**src/rtl/crc_pkg.sv**
```systemverilog
// Shared types and constants for the CRC frame sequencer and its step datapath.
package crc_pkg;

   typedef enum logic [1:0] {
      IDLE = 2'd0,
      RUN  = 2'd1,
      DONE = 2'd2
   } crc_state_t;

   localparam logic MODE_GEN = 1'b0;
   localparam logic MODE_CHK = 1'b1;

endpackage

```
**src/rtl/crc_step.sv**
```systemverilog
// One combinational CRC step: folds a data word into the running remainder by
// GF(2) long division of ((data ^ crc_in aligned to the top) * x^(WPOLY-1)) by poly.
module crc_step #(
   parameter int WCODE = 9,
   parameter int WPOLY = 5
) (
   input  logic [WCODE-1:0] data,
   input  logic [WPOLY-1:0] poly,
   input  logic [WPOLY-2:0] crc_in,
   output logic [WPOLY-2:0] crc_out
);

   localparam int W  = WCODE + WPOLY - 1;
   localparam int SH = WCODE - WPOLY + 1;

   logic [WCODE-1:0] msg;
   logic [W-1:0]     poly_ext;
   logic [W-1:0]     stage [0:WCODE-1];

   assign msg      = data ^ (WCODE'(crc_in) << SH);
   assign poly_ext = W'(poly);
   assign stage[0] = {msg, {(WPOLY-1){1'b0}}};

   // Each stage clears one leading bit of the dividend, from the top down.
   generate
      for (genvar gi = 0; gi < WCODE - 1; gi++) begin : g_div
         assign stage[gi+1] = stage[gi][W-1-gi] ? (stage[gi] ^ (poly_ext << (WCODE-1-gi)))
                                                : stage[gi];
      end
   endgenerate

   assign crc_out = stage[WCODE-1][WPOLY-1] ? (stage[WCODE-1][WPOLY-2:0] ^ poly[WPOLY-2:0])
                                            : stage[WCODE-1][WPOLY-2:0];

endmodule

```
**src/rtl/crc_frame_ctrl.sv**
```systemverilog
// Frame sequencer: accepts i_len words over valid/ready, chains one CRC step per
// word and reports the final remainder (generate) or a mismatch flag (check).
module crc_frame_ctrl
   import crc_pkg::*;
#(
   parameter int WCODE = 9,
   parameter int WPOLY = 5,
   parameter int WLEN  = 8
) (
   input  logic             i_clk,
   input  logic             i_rst,
   input  logic             i_start,
   input  logic             i_mode,
   input  logic [WPOLY-1:0] i_poly,
   input  logic [WLEN-1:0]  i_len,
   input  logic [WPOLY-2:0] i_crc_exp,
   input  logic             i_abort,
   input  logic [WCODE-1:0] i_data,
   input  logic             i_valid,
   output logic             o_ready,
   output logic             o_busy,
   output logic             o_done,
   output logic [WPOLY-2:0] o_crc,
   output logic             o_err
);

   crc_state_t       state_q, state_d;
   logic [WLEN-1:0]  count_q, count_d;
   logic [WPOLY-2:0] crc_q, crc_d;
   logic [WPOLY-1:0] poly_q, poly_d;
   logic             mode_q, mode_d;
   logic [WPOLY-2:0] crc_exp_q, crc_exp_d;
   logic [WPOLY-2:0] crc_out_q, crc_out_d;
   logic             err_q, err_d;
   logic [WPOLY-2:0] step_out;

   crc_step #(
      .WCODE (WCODE),
      .WPOLY (WPOLY)
   ) u_step (
      .data    (i_data),
      .poly    (poly_q),
      .crc_in  (crc_q),
      .crc_out (step_out)
   );

   always_ff @(posedge i_clk) begin
      if (i_rst) begin
         state_q   <= IDLE;
         count_q   <= '0;
         crc_q     <= '0;
         poly_q    <= '0;
         mode_q    <= MODE_GEN;
         crc_exp_q <= '0;
         crc_out_q <= '0;
         err_q     <= 1'b0;
      end else begin
         state_q   <= state_d;
         count_q   <= count_d;
         crc_q     <= crc_d;
         poly_q    <= poly_d;
         mode_q    <= mode_d;
         crc_exp_q <= crc_exp_d;
         crc_out_q <= crc_out_d;
         err_q     <= err_d;
      end
   end

   // The reported result is captured on entry to DONE so it is visible during the pulse.
   always_comb begin
      state_d   = state_q;
      count_d   = count_q;
      crc_d     = crc_q;
      poly_d    = poly_q;
      mode_d    = mode_q;
      crc_exp_d = crc_exp_q;
      crc_out_d = crc_out_q;
      err_d     = err_q;
      o_ready   = 1'b0;
      o_busy    = 1'b0;
      o_done    = 1'b0;
      unique case (state_q)
         IDLE: begin
            if (i_start) begin
               poly_d    = i_poly;
               mode_d    = i_mode;
               crc_exp_d = i_crc_exp;
               crc_d     = '0;
               count_d   = i_len;
               if (i_len == '0) begin
                  state_d   = DONE;
                  crc_out_d = '0;
                  err_d     = (i_mode == MODE_CHK) && (i_crc_exp != '0);
               end else begin
                  state_d = RUN;
               end
            end
         end
         RUN: begin
            o_busy  = 1'b1;
            o_ready = !i_abort;
            if (i_abort) begin
               state_d = IDLE;
            end else if (i_valid) begin
               crc_d   = step_out;
               count_d = count_q - 1'b1;
               if (count_q == WLEN'(1)) begin
                  state_d   = DONE;
                  crc_out_d = step_out;
                  err_d     = (mode_q == MODE_CHK) && (step_out != crc_exp_q);
               end
            end
         end
         DONE: begin
            o_done  = 1'b1;
            state_d = IDLE;
         end
         default: state_d = IDLE;
      endcase
   end

   assign o_crc = crc_out_q;
   assign o_err = err_q;

endmodule

```
**config.mk**
```make
export PLATFORM = sky130hd
export DESIGN_NAME = crc_frame_ctrl
export DESIGN_NICKNAME = d
export VERILOG_FILES = /design/src/rtl/crc_pkg.sv /design/src/rtl/crc_step.sv /design/src/rtl/crc_frame_ctrl.sv
export SDC_FILE = /design/constraint.sdc
export NUM_CORES = 1
export LEC_CHECK = 0
export BUFFER_PORTS_ARGS = -buffer_cell sky130_fd_sc_hd__buf_2
export CORE_ASPECT_RATIO = 1.5
export CORE_MARGIN = 4
export CORE_UTILIZATION = 65
export CTS_BUF_LIST = sky130_fd_sc_hd__clkbuf_4 sky130_fd_sc_hd__clkbuf_8
export CTS_CLUSTER_SIZE = 24
export DETAILED_ROUTE_END_ITERATION = 12
export HOLD_SLACK_MARGIN = 0.06
export PLACE_DENSITY = 0.95
export SLEW_MARGIN = 25
export SYNTH_ARGS = -nofsm -noshare
export SYNTH_HDL_FRONTEND = slang
export SYNTH_SLANG_ARGS = --single-unit
```
**constraint.sdc**
```tcl
create_clock -name i_clk -period 7.39 [get_ports i_clk]
set_clock_uncertainty 0.1 [all_clocks]
set_input_delay 0.3695 -clock i_clk [delete_from_list [all_inputs] [get_ports i_clk]]
set_output_delay 0.3695 -clock i_clk [all_outputs]
set_load 0.01 [all_outputs]
```
==> After elaboration in Yosys (flattened, before gate mapping) <==
Index checks and enable logic that the tools add are counted.
{ "classes": {"add_sub_neg": 1, "eq_ne": 11, "muxes": 38, "div": 0, "shifts": 0, "n_reduce_logical": 11, "mul": 0, "magnitude_cmp": 0, "n_bitwise": 10} }
{ "ops": {"columns": ["operator", "count"], "rows": [
  ["2-to-1 mux 4 bit", 9],
  ["2-to-1 mux 8 bit", 4],
  ["bitwise XOR 9 bit", 2],
  ["one-hot mux 4 bit (2 select lines)", 2],
  ["one-hot mux 8 bit (2 select lines)", 1],
  ["2-to-1 mux 12 bit", 1],
  ["bitwise XOR 12 bit", 1],
  ["2-to-1 mux 11 bit", 1],
  ["bitwise XOR 11 bit", 1],
  ["2-to-1 mux 10 bit", 1],
  ["2-to-1 mux 2 bit", 5],
  ["!= test 2 bit (second input constant)", 5],
  ["bitwise XOR 10 bit", 1],
  ["2-to-1 mux 9 bit", 1],
  ["== test 8 x 1 -> 1 bit (second input constant)", 1],
  ["zero test 8 bit", 1],
  ["2-to-1 mux 1 bit", 8],
  ["subtractor 8 x 1 -> 8 bit (second input constant)", 1],
  ["bitwise XOR 8 bit", 1],
  ["2-to-1 mux 7 bit", 1],
  ["bitwise XOR 7 bit", 1],
  ["2-to-1 mux 6 bit", 1],
  ["!= test 3 bit (second input constant)", 2],
  ["AND reduction 6 bit", 1],
  ["17 further kinds", 18]
]} }
{ "word_totals": {"rom_bits": 0, "latch_bits": 0, "in_bits": 32, "n_memories": 0, "ramBits": 0, "register_bits": 28, "output_inout_bits": 8, "elab_cells": 79} }

==> Longest topological paths before layout <==
Gate-level depths: netlist of run 1.
{ "depth": {"ltp_word": 25, "ltp_mapped": 17, "mapped_depth_nobuf": 15} }

==> Modules after synthesis <==
A second synthesis of run 1 with hierarchy kept.
{ "hier_totals": {"cells_unflattened": 324, "hier_area_um2": 2567.5} }
{ "modules_own_cells": {"columns": ["module", "area_each_um2", "cells_each", "instances", "seq_area_each_um2"], "rows": [
  ["crc_frame_ctrl", 1457.6, 179, 1, 580.6],
  ["crc_step", 1109.8, 145, 1, 0.0]
]} }

==> Worst setup path after synthesis of run 1 <==
OpenSTA, ideal clock, no wires.
{ "synth_path": {"path_kind": "reg2reg", "startpoint": "reg crc_q[3]", "endpoint": "reg err_q, in the netlist o_err", "t_arrival_ps": 4006, "setup_slack_ps": 3151, "stages_incl_launch_ff": 17, "required_ps": 7157, "n_path_buf": 1, "setup_time_ps": 133, "synth_period_minus_slack_ps": 4239, "cell_sequence": "dfxtp_1 xnor2_2 xnor2_2 xnor3_2 xnor2_2 nor2_1 a222oi_1 o32a_2 a211oi_1 or4_4 and2_4 buf_6 a21oi_1 a21oi_2 xnor2_1 o41ai_2 o211ai_1"} }
{ "synth_between": {"elab_chain_cells": 24} }
{ "synth_rtl": {"columns": ["item", "line_no", "rtl"], "rows": [
  ["from (decl)", "crc_frame_ctrl.sv:29", "logic [WPOLY-2:0] crc_q, crc_d;"],
  ["from (signal assigned)", "crc_frame_ctrl.sv:60", "crc_q <= crc_d;"],
  ["bitwise XOR 9 bit *", "crc_step.sv:20", "assign msg = data ^ (WCODE'(crc_in) << SH);"],
  ["2-to-1 mux 12 bit *", "crc_step.sv:27", "assign stage[gi+1] = stage[gi][W-1-gi] ? (stage[gi] ^ (poly_ext << (WCODE-1-gi)))"],
  ["bitwise XOR 11 bit", "crc_step.sv:27", null],
  ["2-to-1 mux 11 bit *", "crc_step.sv:27", null],
  ["bitwise XOR 10 bit", "crc_step.sv:27", null],
  ["2-to-1 mux 10 bit *", "crc_step.sv:27", null],
  ["bitwise XOR 9 bit", "crc_step.sv:27", null],
  ["2-to-1 mux 9 bit *", "crc_step.sv:27", null],
  ["[... 8 more ...]", null, null],
  ["bitwise XOR 4 bit", "crc_step.sv:32", "assign crc_out = stage[WCODE-1][WPOLY-1] ? (stage[WCODE-1][WPOLY-2:0] ^ poly[WPOLY-2:0])"],
  ["2-to-1 mux 4 bit *", "crc_step.sv:32", null],
  ["!= test 4 bit *", "crc_frame_ctrl.sv:110", "err_d = (mode_q == MODE_CHK) && (step_out != crc_exp_q);"],
  ["logical AND 1 bit *", "crc_frame_ctrl.sv:110", null],
  ["2-to-1 mux 1 bit *", "crc_frame_ctrl.sv:107", "if (count_q == WLEN'(1)) begin"],
  ["2-to-1 mux 1 bit *", "crc_frame_ctrl.sv:104", "end else if (i_valid) begin"],
  ["2-to-1 mux 1 bit *", "crc_frame_ctrl.sv:102", "if (i_abort) begin"],
  ["one-hot mux 1 bit (2 select lines) *", "crc_frame_ctrl.sv:82", "unique case (state_q)"],
  ["to (signal assigned)", "crc_frame_ctrl.sv:65", "err_q <= err_d;"],
  ["to (decl)", "crc_frame_ctrl.sv:34", "logic err_q, err_d;"]
]} }
Every way passes the cells marked *; elsewhere a longest branch is shown, timed or not. The select of a mux whose other input is x is not followed.
A chain may end at the register's enable or synchronous reset.

==> Worst setup path in the final report of run 1 <==
{ "layout_path": {"startpoint": "reg poly_q[2]", "endpoint": "reg crc_out_q[3], in the netlist o_crc[3]"} }
{ "layout_between": {"elab_chain_cells": 21, "elab_cells_between_ends": 22, "cone_classes": "mux (13); bitwise (9)"} }
{ "layout_rtl": {"columns": ["item", "line_no", "rtl"], "rows": [
  ["from (decl)", "crc_frame_ctrl.sv:30", "logic [WPOLY-1:0] poly_q, poly_d;"],
  ["from (signal assigned)", "crc_frame_ctrl.sv:61", "poly_q <= poly_d;"],
  ["bitwise XOR 12 bit", "crc_step.sv:27", null],
  ["2-to-1 mux 12 bit", "crc_step.sv:27", null],
  ["bitwise XOR 11 bit", "crc_step.sv:27", null],
  ["2-to-1 mux 11 bit", "crc_step.sv:27", null],
  ["2-to-1 mux 10 bit", "crc_step.sv:27", null],
  ["bitwise XOR 9 bit", "crc_step.sv:27", null],
  ["2-to-1 mux 9 bit", "crc_step.sv:27", null],
  ["bitwise XOR 8 bit", "crc_step.sv:27", null],
  ["[... 5 more ...]", null, null],
  ["bitwise XOR 5 bit", "crc_step.sv:27", null],
  ["2-to-1 mux 5 bit *", "crc_step.sv:27", null],
  ["bitwise XOR 4 bit", "crc_step.sv:32", null],
  ["2-to-1 mux 4 bit *", "crc_step.sv:32", null],
  ["2-to-1 mux 4 bit *", "crc_frame_ctrl.sv:107", null],
  ["2-to-1 mux 4 bit *", "crc_frame_ctrl.sv:104", null],
  ["2-to-1 mux 4 bit *", "crc_frame_ctrl.sv:102", null],
  ["one-hot mux 4 bit (2 select lines) *", "crc_frame_ctrl.sv:82", null],
  ["to (signal assigned)", "crc_frame_ctrl.sv:64", "crc_out_q <= crc_out_d;"],
  ["to (decl)", "crc_frame_ctrl.sv:33", "logic [WPOLY-2:0] crc_out_q, crc_out_d;"]
]} }
Marked as above.

==> impl_metrics.tcl, run 1 <==
set metrics [dict create \
    grt_pass1_wl_um 14600 \
    post_drt_wl_per_cell_um 17.9 \
    track_usage_pct 30.0 \
    h-tree-depth 1 \
    finalSetupViolations 0 \
    p_sw_share_pct 41.9 \
    outcome "finished, final reports clean" \
    yosysTopAreaCell "dfxtp_1" \
    portBuffers 38 \
    multi_input_area_um2 2260 \
    gr-total-overflow 0 \
    cp_max_fo 24 \
    async_flop_share_pct 0 \
    synth_common_cells "nand2_1, nor2_1, a21oi_1, dfxtp_1, clkbuf_1" \
    worstMarginPinSlew_ns 0.954 \
    dieArea_um2 5700 \
    critPathMaxStageDelay_ns 0.87 \
    cts_tree "yes" \
    slew_violations 0 \
    pwr-share-comb_pct 46.5 \
    initial_core_util_pct 68.3 \
    hp-class "in2reg" \
    fillers 315 \
    synthFlopType "dfxtp_1" \
    max-slew-margin-rel_pct 36.4 \
    cp_num_cells 15 \
    required_ns 7.50 \
    synth_mux_area_share_pct 2.42 \
    critPathSlowestCell "dfxtp_1" \
    cts_resized 0 \
    synth_edf_count 0 \
    dr.pass1.iters 6 \
    vias 3500 \
    r2r_slack_ns 2.04 \
    final_cell_area_um2 3180 \
    clk-insertion-delay-late_ns 0.28 \
    criticalPathCategory "reg2reg" \
    synth_xor_area_share_pct 11.7 \
    numCtsBuffers 3 \
    first_global_vias 3245 \
    worstPathArrival_ns 5.46 \
    yosysUniqueCellTypes 75 \
    via_per_inst 7.16 \
    fmax_mhz 187 \
    cap_viol_max_count 0 \
    cts_root_buf "clkbuf_8" \
    synth_top_area_share_pct 19.0 \
    fp-row-count 29 \
    post-route-worst-setup-slack_ns 2.04 \
    path_buf_inv 1 \
    clock_power_share_pct 18.8 \
    crit_family "simple AND/OR/NAND/NOR gates" \
    internal-power_uw 297 \
    ir_drop_mv 0.169 \
    wl_um 8750 \
    worstPathCellList "inv_1 > nor3_1 > o21ai_0 > a211o_1 > o211ai_1 > xor2_1 > or4_1 > nand3_1 > o211ai_2 > nor3_1 > nor2_1 > a211oi_2 > xor2_1 > nand3_1 > a21oi_1" \
    seqPwrFrac_pct 34.7 \
    grt_max_degree 30 \
    clkSinkCount 28 \
    synth_compound_area_share_pct 31.7 \
    io_pins 40 \
    ant_nets 0 \
    power.switching_uw 214 \
    avgSynthCellArea_um2 7.01 \
    netlist_area_um2 2950 \
    core-area_um2 4320 \
    clk_path_buf_depth 2 \
    diodes 0 \
    finish.net_count 478 \
    remaining_drc_errors 0 \
    postCtsHoldBufs 0 \
    seq_area_um2 561 \
    drt_iter0_markers 482 \
    synthCells 421 \
    drive_above_1_share_pct 14.9 \
    yosys_warnings 0 \
    dp_hpwl_um 6470 \
    gp_congestion 0.936 \
    cts_setup_buffers 0 \
    synth_top_family_by_area "compound AO/OA/AOI/OAI gates" \
    synth.most_common_cell "nand2_1" \
    hold_path_depth 3 \
    rsz0062_at_grt "false" \
    antenna_found_initial 0 \
    hold_viol 0 \
    clk_pin_slew_ns 0.10 \
    power.density_nw_per_um2 161 \
    synth-simple-area-share_pct 30.1 \
    synth-seq-cells 28 \
    layout_min_cycle_time_ns 5.35 \
    p_leak_nw 1.22 \
    critPathLaunchType "flop" \
    placed_area_um2 3120 \
    fin_setup_tns_ns 0 \
    synth_area_leaders "dfxtp_1, nand2_1, a21oi_1" \
    synth_fa_ha_area_share_pct 0.848 \
    place_ws_ns 2.23 \
    area_delta_synth_final_pct 7.68 \
    period_share_pct 72.3 \
    synth-seq-area-share_pct 19.0 \
    cp-end-kind "flop" \
    die_w_um 63.0 \
    synth_fp_nets 455 \
    rr_worst_depth 15 \
    die_y_um 90.5 \
]
[power groups by stage]
stage | clock, mW | sequential (mW) | combinational [mW]
floorplan | 0 | 0.172 | 0.184
global placement | 0 | 0.179 | 0.223
detailed placement | 0 | 0.179 | 0.229
CTS | 0.0940 | 0.176 | 0.230
global route | 0.100 | 0.178 | 0.258
finish | 0.0957 | 0.177 | 0.237
[worst min-delay path, delay by kind of cell]
family,cells,cell delay (ns)
buf+inv,1,0.10
compound gates,1,0.05
simple gates,1,0.05
[layout make-up]
| class | count | area share, % |
|---|---|---|
| Clock buffer | 4 | 1.73 |
| Tap cell | 46 | 1.81 |
| Multi-Input combinational cell | 362 | 71.3 |
| Timing Repair Buffer | 40 | 6.46 |
| Sequential cell | 28 | 17.6 |
| Inverter | 9 | 1.06 |
[registers in the layout (all words and copies together) (netlist names)]
signal and count:
count_q 8, crc_exp_q 4, crc_q 4, o_crc 4, poly_q 4, state_q 2, mode_q 1, o_err 1
[through the flow]
step                      util, %  total power [mW]  std cells  hold slack, ns
after detailed placement     72.3             0.408        485           0.354
after global routing         73.6             0.536        489           0.257
final                        73.6             0.510        489           0.232
after floorplan                 -             0.357        421           0.337
after global placement       72.3             0.402        485           0.337
after CTS                    73.6             0.500        489           0.241
[layer usage]
metal | vias to the layer above | part of all wire [%] | global-route usage (%)
met5 | - | 0 | 0
met4 | 0 | 4.2 | 15.7
met3 | 59 | 8.4 | 2.49
met2 | 254 | 52 | 55.4
met1 | 1575 | 35 | 33.3
li1 | 1612 | - | -
[cell usage in the layout (no fill, tap or decap), drive strengths merged, types with 3 or more instances in the layout]
cell type,instances
o21ai,21
or3,3
nand2b,4
o22ai,3
nand4,9
nor3,18
dfxtp,28
buf,40
nand3,16
a31oi,3
nand2,60
xor2,10
inv,6
a21o,4
nor2,51
or4,3
nor4,7
a211oi,10
clkbuf,4
clkinv,3
o211a,3
o31ai,9
a21oi,45
o211ai,7
and3,3
xnor2,19
mux2i,6
a221oi,3
[final timing paths]
check | from | endpoint
worst max register to register | poly_q[2] | o_crc[3]
worst max-delay path | poly_q[2] | o_crc[3]
worst min register to register | o_crc[2] | o_crc[2]
worst min-delay path | i_mode | mode_q
[cells by family (layout without fill, tap and decap cells)]
family / after synthesis / after routing
flip-flops: 28 / 28
XOR/XNOR: 31 / 31
AND/OR/NAND/NOR: 187 / 187
AO/OA/AOI/OAI: 135 / 135
buffers and inverters: 31 / 53
adder cells (fa/ha/maj): 2 / 2
multiplexers: 7 / 7
No activity file was read; power rests on OpenSTA's default activity.
==> run 2: changes to the inputs <==
- CORE_UTILIZATION: 65 -> 55
- PLACE_DENSITY: 0.95 -> 0.89
- clock period: 7.39 -> 4.5 ns (I/O delays scaled with it)
==> impl_metrics.tcl, run 2 (synthesized netlist as in run 1, its figures left out) <==
set metrics [dict create \
    outcome "finished, final reports clean" \
    wl_um 9550 \
    diodes 0 \
    gp_congestion 0.968 \
    cts_root_buf "clkbuf_8" \
    die_y_um 97.7 \
    ant_nets 0 \
    clkSinkCount 28 \
    cap_viol_max_count 0 \
    drt_iter0_markers 313 \
    cp-end-kind "flop" \
    cp_max_fo 10 \
    grt_max_degree 30 \
    via_per_inst 6.61 \
    required_ns 4.55 \
    power.density_nw_per_um2 261 \
    place_inst 541 \
    gr-total-overflow 0 \
    die_w_um 67.8 \
    portBuffers 38 \
    finalSetupViolations 0 \
    p_leak_nw 1.47 \
    first_global_vias 3372 \
    postCtsHoldBufs 0 \
    h-tree-depth 1 \
    numCtsBuffers 3 \
    fin_setup_tns_ns 0 \
    worstMarginPinSlew_ns 0.606 \
    dp_hpwl_um 6930 \
    worstPathArrival_ns 4.44 \
    hold_viol 0 \
    initial_core_util_pct 57.1 \
    drive_above_1_share_pct 27.8 \
    fin_total_pwr_uw 986 \
    mostFrequentLayoutCell "nand2_1" \
    dr.pass1.iters 5 \
    placed_area_um2 3400 \
    largest_reg_flops 8 \
    post-route-worst-setup-slack_ns 0.110 \
    criticalPathCategory "reg2reg" \
    grt_pass1_wl_um 14700 \
    max-slew-margin-rel_pct 59.3 \
    area_delta_synth_final_pct 27.9 \
    hp-class "in2reg" \
    post_drt_wl_per_cell_um 17.3 \
    mostFrequentLayoutCells "nand2_1, nor2_1, a21oi_1, buf_4, buf_2" \
    fin_util_pct 73.1 \
    antenna_found_initial 0 \
    layout_min_cycle_time_ns 4.39 \
    dieArea_um2 6620 \
    clk-insertion-delay-late_ns 0.28 \
    ir_drop_mv 0.297 \
    finish.net_count 520 \
    io_pins 40 \
    track_usage_pct 27.5 \
    hold_ws_ns 0.0830 \
    place_ws_ns -0.266 \
    critPathLaunchType "flop" \
    clk_path_buf_depth 2 \
    fmax_mhz 228 \
    slew_violations 0 \
    vias 3658 \
    layout.cells.non_filler 553 \
    clk_pin_slew_ns 0.10 \
    core-area_um2 5160 \
    remaining_drc_errors 0 \
    fp-row-count 32 \
    period_share_pct 97.6 \
    cts_tree "yes" \
    final_cell_area_um2 3770 \
    fillers 397 \
    regMostFlops "count_q" \
]
==> run 2: cell count changes in the layout (fill, tap and decap cells not counted), sizes merged <==
cell,before,now
buf,40,82
bufinv,0,1
clkbuf,4,3
==> run 2: critical path: stages, from the launching register on <==
cell and delay [ns]:
dfxtp_2 0.38, xor2_4 0.21, buf_12 0.15, buf_4 0.14, a221oi_2 0.35, o22ai_1 0.18
o211a_1 0.32, a2111oi_4 0.45, o32a_4 0.27, a211oi_4 0.05, or4_4 0.53, and2_4 0.22
a21oi_1 0.18, a21oi_2 0.09, xnor2_1 0.16, o41ai_2 0.34, o211ai_1 0.14
==> run 2: per-layer routing <==
metal | track usage [%] | up-vias | wire, um
met5 | 0 | - | 0
met4 | 15.3 | 0 | 459
met3 | 2.55 | 52 | 637
met2 | 48.2 | 223 | 5050
met1 | 31.3 | 1687 | 3400
li1 | - | 1696 | -
==> run 2: worst paths after layout <==
check                  from         to  slack, ns  depth (start not counted)
setup reg to reg   crc_q[1]      o_err       0.11                         16
setup / recovery   crc_q[1]      o_err       0.11                         16
hold reg to reg      mode_q     mode_q       0.38                          2
hold / removal    i_poly[1]  poly_q[1]       0.08                          3
==> run 2: cell type report <==
| cell class | instances | area [um^2] | share of cell area (%) |
|---|---|---|---|
| repair buffers | 82 | 533 | 14.1 |
| multi-input cells | 362 | 2480 | 65.8 |
| clock inverters | 1 | 30.0 | 0.796 |
| inverters | 9 | 33.8 | 0.895 |
| clock buffers | 3 | 41.3 | 1.09 |
| well taps | 68 | 85.1 | 2.25 |
| flip-flops and latches | 28 | 567 | 15.0 |
==> run 2: what timing repair did <==
| action | CTS | global route |
|---|---|---|
| gates resized for setup | 6 | 33 |
| endpoints found under the hold margin | 0 | 0 |
| endpoints found under the setup margin | 7 | 9 |
| setup buffers | 0 | 8 |
| pin swaps | 1 | 7 |
==> run 2: power breakdown <==
| part | switching (mW) | internal [mW] | total, mW |
|---|---|---|---|
| combinational | 0.285 | 0.215 | 0.500 |
| sequential | 0.0217 | 0.265 | 0.286 |
| clock | 0.0806 | 0.119 | 0.200 |
| total | 0.387 | 0.599 | 0.986 |
==> run 3: changes to the inputs <==
- ABC_AREA: unset -> 1
- CORE_UTILIZATION: 55 -> 54
- PLACE_DENSITY: 0.89 -> unset
- PLACE_DENSITY_LB_ADDON: unset -> 0.25
==> impl_metrics.tcl, run 3 <==
set metrics [dict create \
    first_global_vias 2411 \
    yosysUniqueCellTypes 36 \
    clk_path_buf_depth 2 \
    synth_fp_nets 441 \
    track_usage_pct 19.3 \
    synth_area_leaders "dfxtp_1, nand2_1, nand2_4" \
    r2r_end "o_err" \
    avgSynthCellArea_um2 6.49 \
    wl_um 5600 \
    period_share_pct 76.0 \
    gr-total-overflow 0 \
    max-slew-margin-rel_pct 39.0 \
    power.density_nw_per_um2 399 \
    critPathLaunch "poly_q[3]" \
    clk_pin_slew_ns 0.09 \
    ant_nets 0 \
    dp_hpwl_um 4540 \
    required_ns 4.57 \
    timing.critical_path.mode_cell "nand2_4" \
    criticalPathCategory "reg2reg" \
    worst_hold_path.endpoint "mode_q" \
    cap_viol_max_count 0 \
    antenna_found_initial 0 \
    synth_edf_count 0 \
    hp-class "in2reg" \
    yosysTopAreaCell "dfxtp_1" \
    via_per_inst 5.07 \
    numCtsBuffers 3 \
    io_pins 40 \
    outcome "finished, final reports clean" \
    regMostFlops "count_q" \
    clk-insertion-delay-late_ns 0.27 \
    p_leak_nw 1.45 \
    hold_viol 0 \
    placed_area_um2 2890 \
    critPathLaunchType "flop" \
    remaining_drc_errors 0 \
    synthFlopType "dfxtp_1" \
    yosys_warnings 0 \
    rsz0062_at_grt "false" \
    drt_iter0_markers 93 \
    layout_min_cycle_time_ns 3.42 \
    die_y_um 93.7 \
    critPathSlowestCell "dfxtp_1" \
    dieArea_um2 6100 \
    slew_violations 0 \
    dr.pass1.iters 4 \
    cts_resized 0 \
    initial_core_util_pct 57.2 \
    synth_top_area_share_pct 21.2 \
    area_delta_synth_final_pct 12.0 \
    worstPathArrival_ns 3.48 \
    post_drt_wl_per_cell_um 11.1 \
    cts_tree "yes" \
    rr_worst_depth 26 \
    portBuffers 38 \
    h-tree-depth 1 \
    cts_root_buf "clkbuf_8" \
    fin_setup_tns_ns 0 \
    synth.most_common_cell "nand2_1" \
    gp_congestion 0.839 \
    grt_pass1_wl_um 9700 \
    fin_util_pct 64.1 \
    vias 2566 \
    synth_common_cells "nand2_1, inv_1, nand3_1, dfxtp_1, o21ai_0" \
    hold_path_depth 3 \
    worstMarginPinSlew_ns 0.908 \
    fp-row-count 30 \
    ir_drop_mv 0.251 \
    mostFrequentLayoutCells "nand2_1, inv_1, nand3_1, buf_2, dfxtp_1" \
    cp-end-kind "flop" \
    fmax_mhz 293 \
    final_cell_area_um2 2960 \
    clkSinkCount 28 \
    critPathMaxStageDelay_ns 0.42 \
    hp-start "i_mode" \
    postCtsHoldBufs 0 \
    grt_max_degree 23 \
    synth-seq-area-share_pct 21.2 \
    fillers 440 \
    synthCells 407 \
    finish.net_count 477 \
    diodes 0 \
    crit_family "simple AND/OR/NAND/NOR gates" \
    drive_above_1_share_pct 26.2 \
    core-area_um2 4620 \
    largest_reg_flops 8 \
    netlist_area_um2 2640 \
    crit-reg2reg-launch "poly_q[3]" \
    finalSetupViolations 0 \
    cp_max_fo 15 \
    async_flop_share_pct 0 \
    r2r_slack_ns 1.08 \
    mostFrequentLayoutCell "nand2_1" \
    die_w_um 65.1 \
    cts_setup_buffers 0 \
    path_buf_inv 2 \
    synth-seq-cells 28 \
    hold_ws_ns 0.107 \
]
run 3: changes by cell type in the layout (fill, tap and decap cells not counted), sizes merged, moves of 13 or more:
cell | previous run | this run
inv | 6 | 54
nor2 | 51 | 31
nor3 | 18 | 5
nand2 | 60 | 137
nand3 | 16 | 54
a21oi | 45 | 24
buf | 82 | 44
run 3: how the worst max path moves through the flow:
stage                     cells after the start     to
after floorplan                              28  o_err
after global placement                       26  o_err
after detailed placement                     26  o_err
after CTS                                    26  o_err
after global routing                         26  o_err
final                                        26  o_err
run 3: logic make-up after synthesis:
logic type	share of synthesized area [%]
flip-flops	21.2
AO/OA/AOI/OAI	12.7
adder cells (fa/ha/maj)	0.947
AND/OR/NAND/NOR	49.6
XOR/XNOR	5.26
buffers and inverters	10.3
run 3: worst register-to-register path: cells and delay by family, from the launching register on:
kind | cells | cell delay [ns]
buffers and inverters | 2 | 0.39
XOR/XNOR | 1 | 0.23
AND/OR/NAND/NOR | 22 | 2.13
AO/OA/AOI/OAI | 1 | 0.05
flip-flops | 1 | 0.42
run 3: report_power, final:
group / switching, mW / total (mW) / internal [mW]
Combinational: 0.444 / 0.691 / 0.247
Sequential: 0.0206 / 0.294 / 0.273
Clock: 0.0759 / 0.195 / 0.119
run 3: area by class of cell:
type                            instances  area [um^2]  share of cell area [%]
Timing Repair Buffer                   44          235                    7.95
Inverter                               54          203                    6.85
Clock inverter                          1         30.0                    1.01
Sequential cell                        28          561                    18.9
Clock buffer                            3         41.3                    1.40
Multi-Input combinational cell        312         1810                    61.1
Tap cell                               64         80.1                    2.71
run 3: through the flow:
stage / instances / worst slack [ns] / total power, mW
after floorplan: 407 / 1.51 / 0.878
after global placement: 502 / 1.12 / 0.979
after detailed placement: 502 / 1.08 / 0.992
after CTS: 506 / 1.06 / 1.19
after global routing: 506 / 0.726 / 1.29
final: 506 / 1.08 / 1.18
run 3: layer usage:
| layer | up-vias | track usage (%) | wire length (um) |
|---|---|---|---|
| met4 | 0 | 4.50 | 44 |
| li1 | 1370 | - | - |
| met1 | 1156 | 20.7 | 2340 |
| met3 | 4 | 1.32 | 131 |
| met5 | - | 0 | 0 |
| met2 | 36 | 39.5 | 3090 |
